<file path="src/rtl/div_unit.sv">
// Iterative RV32M divide/remainder unit (DIV, DIVU, REM, REMU).
// Radix-2 restoring shift-subtract, one quotient bit per cycle, with write-back outputs.
module div_unit #(
  parameter int XLEN = 32,
  parameter int CW   = 6
) (
  input  logic            clk,
  input  logic            rst,
  input  logic            start,
  input  logic [1:0]      op,
  input  logic [XLEN-1:0] rs1_val,
  input  logic [XLEN-1:0] rs2_val,
  input  logic [4:0]      rd_addr,
  input  logic            kill,
  output logic            busy,
  output logic            done,
  output logic [XLEN-1:0] result,
  output logic [4:0]      rd_out,
  output logic            we_out
);

  localparam logic [1:0] S_IDLE = 2'd0;
  localparam logic [1:0] S_CALC = 2'd1;
  localparam logic [1:0] S_DONE = 2'd2;

  logic [1:0]      state;
  logic [CW-1:0]   cnt;
  logic [XLEN-1:0] dvd;
  logic [XLEN-1:0] rem;
  logic [XLEN-1:0] dsr;
  logic            rem_sel;
  logic            neg_q;
  logic            neg_r;

  // Operand decode at accept time.
  logic            is_signed;
  logic            a_neg;
  logic            b_neg;
  logic [XLEN-1:0] a_mag;
  logic [XLEN-1:0] b_mag;
  logic            div_zero;
  logic            ovf;
  logic [XLEN-1:0] special_res;

  assign is_signed = ~op[0];
  assign a_neg     = is_signed & rs1_val[XLEN-1];
  assign b_neg     = is_signed & rs2_val[XLEN-1];
  assign a_mag     = a_neg ? -rs1_val : rs1_val;
  assign b_mag     = b_neg ? -rs2_val : rs2_val;
  assign div_zero  = (rs2_val == '0);
  assign ovf       = is_signed && (rs1_val == {1'b1, {(XLEN-1){1'b0}}}) && (rs2_val == '1);

  // On overflow the quotient equals the dividend itself (most negative value).
  always_comb begin
    // NOTE: every always_comb output gets a default first so no latch is inferred.
    special_res = '0;
    if (div_zero)  special_res = op[1] ? rs1_val : '1;
    else if (ovf)  special_res = op[1] ? '0 : rs1_val;
  end

  // One restoring iteration; the compare uses an XLEN+1 bit partial remainder.
  logic [XLEN:0]   rem_shift;
  logic [XLEN:0]   diff;
  logic            q_bit;
  logic [XLEN-1:0] rem_next;
  logic [XLEN-1:0] dvd_next;
  logic [XLEN-1:0] q_fix;
  logic [XLEN-1:0] r_fix;

  assign rem_shift = {rem, dvd[XLEN-1]};
  assign diff      = rem_shift - {1'b0, dsr};
  assign q_bit     = ~diff[XLEN];
  assign rem_next  = q_bit ? diff[XLEN-1:0] : rem_shift[XLEN-1:0];
  assign dvd_next  = {dvd[XLEN-2:0], q_bit};
  assign q_fix     = neg_q ? -dvd_next : dvd_next;
  assign r_fix     = neg_r ? -rem_next : rem_next;

  always_ff @(posedge clk or negedge rst) begin
    if (!rst) begin
      state   <= S_IDLE;
      cnt     <= '0;
      dvd     <= '0;
      rem     <= '0;
      dsr     <= '0;
      rem_sel <= 1'b0;
      neg_q   <= 1'b0;
      neg_r   <= 1'b0;
      result  <= '0;
      rd_out  <= '0;
    end else begin
      // NOTE: sequential state uses non-blocking assignments so every register
      // samples pre-edge values regardless of statement order.
      case (state)
        S_IDLE: begin
          if (start && !kill) begin
            rem_sel <= op[1];
            neg_q   <= a_neg ^ b_neg;
            neg_r   <= a_neg;
            rd_out  <= rd_addr;
            dvd     <= a_mag;
            dsr     <= b_mag;
            rem     <= '0;
            cnt     <= '0;
            if (div_zero || ovf) begin
              result <= special_res;
              state  <= S_DONE;
            end else begin
              state  <= S_CALC;
            end
          end
        end
        S_CALC: begin
          if (kill) begin
            state <= S_IDLE;
          end else begin
            dvd <= dvd_next;
            rem <= rem_next;
            cnt <= cnt + 1'b1;
            if (cnt == CW'(XLEN-1)) begin
              result <= rem_sel ? r_fix : q_fix;
              state  <= S_DONE;
            end
          end
        end
        default: state <= S_IDLE;
      endcase
    end
  end

  assign busy   = (state == S_CALC);
  assign done   = (state == S_DONE) && !kill;
  assign we_out = done;

endmodule

</file>
<file path="config.mk">
export PLATFORM = sky130hd
export DESIGN_NAME = div_unit
export DESIGN_NICKNAME = d
export VERILOG_FILES = /design/src/rtl/div_unit.sv
export SDC_FILE = /design/constraint.sdc
export NUM_CORES = 1
export LEC_CHECK = 0
export ABC_AREA = 1
export CORE_MARGIN = 2
export CORE_UTILIZATION = 45
export DETAILED_ROUTE_END_ITERATION = 12
export HOLD_SLACK_MARGIN = 0.08
export PLACE_DENSITY_LB_ADDON = 0.25
export SETUP_SLACK_MARGIN = 0.5
export SLEW_MARGIN = 20
export SYNTH_ARGS = -nofsm -noshare
export SYNTH_HDL_FRONTEND = slang
export SYNTH_SLANG_ARGS = --single-unit
</file>
<file path="constraint.sdc">
create_clock -name clk -period 11.6 [get_ports clk]
set_clock_uncertainty 0.2 [all_clocks]
set_input_delay 1.16 -clock clk [delete_from_list [all_inputs] [get_ports clk]]
set_output_delay 1.16 -clock clk [all_outputs]
set_load 0.005 [all_outputs]
</file>
==> flow_metrics.env, run 1 <==
export IMPL_outcome="completed"
export IMPL_cts_made_buffers=17
export IMPL_area_growth_pct=15.7
export IMPL_rr_worst_depth=31
export IMPL_synth_ff_type="dfrtp_1"
export IMPL_setup_tns_ns=0
export IMPL_cts_sinks=144
export IMPL_avgRoutedWirePerCell_um=17.4
export IMPL_pwr_share_comb_pct=69.8
export IMPL_htree_levels=4
export IMPL_worstSetupEndpoint="result[26]"
export IMPL_avgViaCountPerCell=5.49
export IMPL_finalHoldViolCount=0
export IMPL_dieArea_um2=29800
export IMPL_hpwl_um=34400
export IMPL_nets=2265
export IMPL_track_usage_pct=29.4
export IMPL_clock_fmax_mhz=193
export IMPL_cts_hold_buffers=0
export IMPL_finalSetupViolations=0
export IMPL_routed_wl_um=44200
export IMPL_syn_inst=2077
export IMPL_num_io_pins=115
export IMPL_cp_max_fo=33
export IMPL_die_w_um=173
export IMPL_remaining_drc_errors=0
export IMPL_cts_root_buffer="clkbuf_16"
export IMPL_max_slew_margin_pct=19.0
export IMPL_critPathSlowestCell="fa_1"
export IMPL_fp_dieH_um=173
export IMPL_r2r_slack_ns=6.42
export IMPL_clock_latency_ns=0.44
export IMPL_postSynthAreaPerCell_um2=6.16
export IMPL_synth_area_um2=12800
export IMPL_gp_congestion=0.970
export IMPL_drt_iter0_markers=1304
export IMPL_finish_utilization_pct=53.1
export IMPL_path_depth=31
export IMPL_seq_power_share_pct=18.4
export IMPL_firstDrtPassIters=9
export IMPL_grt_pass1_wl_um=70200
export IMPL_synth_edf_count=0
export IMPL_switching_share_pct=56.2
export IMPL_worst_hold_path_type="flop to flop"
export IMPL_min_delay_start="rd_out[3]"
export IMPL_period_share_pct=44.7
export IMPL_worst_slew_pin_transition_ns=1.21
export IMPL_cts_resized_gates=0
export IMPL_post_cts_buffers=0
export IMPL_critical_path_class="flop to flop"
export IMPL_clockBufferDepth=2
export IMPL_yosysTopAreaCell="dfrtp_1"
export IMPL_crit_start="dvd[31]"
export IMPL_drive_gt1_share_pct=5.31
export IMPL_maxCapViolations=0
export IMPL_cp_top_family="simple AND/OR/NAND/NOR gates"
export IMPL_ir_worst_vdd_v=0.000180
export IMPL_cp_arrival_ns=5.35
export IMPL_clkSlewWorstSetupHoldPaths_ns=0.07
export IMPL_initial_core_util_pct=45.9
export IMPL_maxSlewViolCount=0
export IMPL_cp_required_ns=11.76
export IMPL_end_kind="flop"
export IMPL_ant_nets=0
export IMPL_grt_antenna_before_repair=0
export IMPL_fin_crit_ns=5.18
export IMPL_antennaDiodeCount=0
export IMPL_synth_cell_types=48
export IMPL_cts_tree="built"
export IMPL_ys_seq_area_share_pct=28.2
export IMPL_worstSetupStartpointType="flop"
export IMPL_rows=61
export IMPL_p_int_mw=2.19
export IMPL_reg2reg_from="dvd[31]"
export IMPL_grt_max_degree=76
export IMPL_max_stage_delay_ns=0.44
export IMPL_synthArstFlopShare_pct=100
export IMPL_ys_warnings_count=0
export IMPL_rsz0062_at_grt="false"
export IMPL_p_per_area_nw_per_um2=337
export IMPL_core_um2=27900
export IMPL_vias=13956
export IMPL_port_buffers=114
export IMPL_timing_rr_end="result[26]"
export IMPL_first_global_vias=12914
export IMPL_clkPwrFrac_pct=11.8
export IMPL_synth_top_cell_area_share_pct=28.2
export IMPL_p_leak_nw=7.41
export IMPL_synth_nets=2191
export IMPL_ys_ff_latch=144
export IMPL_overflow=0
export IMPL_synth_area_leaders="dfrtp_1, nand2_1, inv_1"
export IMPL_p_sw_mw=2.80
export IMPL_path_buf_inv=4
-- state kept, by name, indices dropped and copies added, names as in the netlist --
register  count
dvd          32
neg_q         1
state         2
cnt           6
result       32
rd_out        5
neg_r         1
rem_sel       1
dsr          32
rem          32
-- worst min-delay path by stage --
stage	endpoint	slack [ns]	cells past startpoint
finish	rd_out[3]	0.27	2
global route	rd_out[3]	0.30	2
detailed placement	rd_out[2]	0.26	2
CTS	rd_out[3]	0.28	2
floorplan	dsr[10]	0.25	2
global placement	rd_out[3]	0.26	2
-- cells in the mapped netlist, drive strengths merged, types with 20 or more instances --
library cell and n:
o21ai 170, dfrtp 144, nor2 237, nand3 132
clkbuf 51, ha 38, inv 296, nor3 37
a21oi 90, o22ai 27, xor2 38, buf 20
nand2 652, xnor2 23, nand4 34
-- logic make-up (layout without fill, tap and decap cells) --
kind of cell               count (synthesis)  after routing  share of synthesized area (%)
and+or+nand+nor                         1119           1119                           37.3
buffers and inverters                    370            457                           11.3
AOI/OAI and AO/OA                        344            344                           15.2
DFF                                      144            144                           28.2
xor gates and xnor gates                  61             61                           4.18
adders and majority gates                 39             39                           3.87
-- worst register-to-register path: cells and delay by family (launching register included) --
family / cells / cell delay [ns]
simple gates: 19 / 2.48
fa+ha+maj: 3 / 0.95
compound gates: 5 / 0.77
flops: 1 / 0.34
buf+inv: 4 / 0.36
-- metal layers --
metal  vias up  wire (um)  GRT usage [%]
met3        79       3220           3.65
met4         0       1270           9.90
li1       6825          -              -
met1      6460      20600           43.3
met2       592      19100           44.6
met5         -          0              0
-- placed cells by master, fill, tap and decap left out, types with 3 or more instances in the layout --
| cell | n |
|---|---|
| nand2_1 | 625 |
| inv_1 | 292 |
| nor2_1 | 223 |
| o21ai_0 | 155 |
| dfrtp_1 | 144 |
| nand3_1 | 127 |
| clkdlybuf4s50_1 | 113 |
| a21oi_1 | 83 |
| xor2_1 | 38 |
| ha_1 | 38 |
| nor3_1 | 34 |
| nand4_1 | 34 |
| o22ai_1 | 27 |
| xnor2_1 | 23 |
| nand2_2 | 19 |
| a31oi_1 | 19 |
| clkbuf_16 | 17 |
| o211ai_1 | 14 |
| o221ai_1 | 12 |
| buf_4 | 12 |
| o21ai_1 | 11 |
| nor2_2 | 9 |
| nand2_4 | 8 |
| nand3b_1 | 7 |
| a21oi_2 | 6 |
| and2_1 | 6 |
| nor4_1 | 6 |
| nor2_4 | 5 |
| o31ai_1 | 5 |
| or2_2 | 5 |
| inv_6 | 5 |
| inv_2 | 4 |
| nand3_2 | 4 |
| o21ai_2 | 4 |
| clkinvlp_4 | 4 |
| clkinv_1 | 3 |
| nor3_2 | 3 |
-- area by class of cell --
type	count	area, um^2
Fill cell	2824	13100
Timing Repair Buffer	126	1230
Multi-Input combinational cell	1563	7760
Inverter	299	1120
Sequential cell	144	3600
Tap cell	378	473
Clock buffer	18	439
Clock inverter	14	173
-- per-stage QoR --
stage	setup WS (ns)	instance area [um^2]	total power, mW	cells	hold slack (ns)
after floorplan	7.33	12800	3.36	2077	0.253
after global placement	6.41	14200	4.29	2510	0.255
after detailed placement	6.19	14200	4.33	2510	0.259
after CTS	6.54	14800	4.94	2542	0.276
after global routing	5.97	14800	5.45	2542	0.296
final	6.42	14800	4.99	2542	0.271
-- power groups by stage --
stage | Sequential [mW] | Combinational, mW | Clock, mW
global route | 0.940 | 3.90 | 0.611
finish | 0.918 | 3.48 | 0.590
CTS | 0.912 | 3.44 | 0.594
detailed placement | 0.920 | 3.41 | 0
global placement | 0.917 | 3.37 | 0
floorplan | 0.848 | 2.52 | 0
Note: power is estimated with default switching activity, not from simulation.
==> run 2: changes to the inputs <==
- clock period: 11.6 -> 4.3 ns (I/O delays scaled with it)
==> flow_metrics.env, run 2 (same netlist as run 1, synthesis figures left out) <==
export IMPL_dieArea_um2=29800
export IMPL_fin_crit_ns=4.07
export IMPL_finalPower_mw=16.3
export IMPL_maxCapViolations=0
export IMPL_final_cell_mix="nand2_1, inv_1, nor2_1"
export IMPL_maxSlewViolCount=0
export IMPL_port_buffers=114
export IMPL_cp_required_ns=4.49
export IMPL_period_share_pct=94.6
export IMPL_avgRoutedWirePerCell_um=18.6
export IMPL_num_io_pins=115
export IMPL_overflow=0
export IMPL_max_stage_delay_ns=0.41
export IMPL_hold_slack_ns=0.277
export IMPL_clock_fmax_mhz=246
export IMPL_hpwl_um=36600
export IMPL_cp_max_fo=4
export IMPL_first_global_vias=13318
export IMPL_clockBufferDepth=2
export IMPL_worst_slew_pin_transition_ns=0.865
export IMPL_die_w_um=173
export IMPL_final_common_cell="nand2_1"
export IMPL_vias=14752
export IMPL_gp_congestion=0.949
export IMPL_drive_gt1_share_pct=14.2
export IMPL_nets=2361
export IMPL_cp_common_cell="nand2_2"
export IMPL_antennaDiodeCount=0
export IMPL_finalSetupViolations=0
export IMPL_firstDrtPassIters=6
export IMPL_end_kind="flop"
export IMPL_cts_root_buffer="clkbuf_16"
export IMPL_cts_made_buffers=17
export IMPL_routed_wl_um=49100
export IMPL_cts_tree="built"
export IMPL_p_per_area_nw_per_um2=996
export IMPL_worst_hold_path_type="flop to flop"
export IMPL_layout_setup_ws_ns=0.231
export IMPL_grt_max_degree=82
export IMPL_post_place_ws_ns=-0.00774
export IMPL_htree_levels=4
export IMPL_critPathSlowestCell="dfrtp_1"
export IMPL_fin_cells=2638
export IMPL_outcome="completed"
export IMPL_fp_dieH_um=173
export IMPL_track_usage_pct=31.7
export IMPL_area_growth_pct=27.8
export IMPL_remaining_drc_errors=0
export IMPL_clkSlewWorstSetupHoldPaths_ns=0.08
export IMPL_rsz0062_at_grt="true"
export IMPL_finalHoldViolCount=0
export IMPL_p_leak_nw=7.99
export IMPL_rows=61
export IMPL_worstSetupStartpointType="flop"
export IMPL_initial_core_util_pct=45.9
export IMPL_grt_antenna_before_repair=2
export IMPL_cts_sinks=144
export IMPL_clock_latency_ns=0.45
export IMPL_grt_pass1_wl_um=74500
export IMPL_avgViaCountPerCell=5.59
export IMPL_ant_nets=0
export IMPL_max_slew_margin_pct=42.3
export IMPL_dp_cells=2539
export IMPL_cp_arrival_ns=4.25
export IMPL_critical_path_class="flop to flop"
export IMPL_ir_worst_vdd_v=0.000545
export IMPL_core_um2=27900
export IMPL_drt_iter0_markers=1753
run 2: routing by layer:
layer / global-route usage (%) / vias up / routed length, um
li1: - / 7029 / -
met4: 8.44 / 2 / 1110
met5: 0 / - / 13
met1: 46.4 / 6873 / 22000
met2: 48.5 / 766 / 21600
met3: 5.19 / 82 / 4370
run 2: layout make-up:
| type | count | area, um^2 |
|---|---|---|
| multi-input cells | 1566 | 8450 |
| clock buffers | 17 | 425 |
| clock inverters | 15 | 214 |
| inverters | 299 | 1130 |
| flip-flops and latches | 144 | 3600 |
| repair buffers | 219 | 2060 |
| well taps | 378 | 473 |
| fillers | 2697 | 11500 |
run 2: worst paths after layout:
| check | startpoint | endpoint | slack (ns) | depth (start not counted) |
|---|---|---|---|---|
| worst max-delay path | dsr[0] | result[30] | 0.23 | 30 |
| worst min-delay path | rd_out[0] | rd_out[0] | 0.28 | 2 |
| worst max register to register | dsr[0] | result[30] | 0.23 | 30 |
| worst min register to register | rd_out[0] | rd_out[0] | 0.28 | 2 |
| max in group asynchronous | rst | dvd[24] | 2.57 | 3 |
| min in group asynchronous | rst | rd_out[0] | 0.44 | 2 |
run 2: critical path, delay by kind of cell (launching register included):
family,cells,cell delay [ns]
AOI/OAI and AO/OA,4,0.55
adders and majority gates,3,0.71
buffers and inverters,3,0.23
DFF,1,0.41
and+or+nand+nor,20,1.89
run 2: stage by stage:
step	util (%)	area (um^2)	TNS [ns]
CTS	55.5	15500	0
global placement	51.9	14500	0
global route	58.7	16400	0
detailed placement	51.9	14500	-0.00774
finish	58.7	16400	0
floorplan	-	12800	0
run 2: repair_timing:
action,4_1_cts,5_1_grt
setup endpoints to repair,28,29
hold buffers,1,0
cloned,0,5
buffers inserted,23,38
pin swaps,23,56
endpoints found under the hold margin,80,0
resized for setup,32,125
run 2: power by group:
group | total, mW | internal [mW] | switching (mW)
sequential | 2.46 | 1.93 | 0.534
clock | 1.64 | 0.898 | 0.747
combinational | 12.2 | 4.54 | 7.64
total | 16.3 | 7.37 | 8.92
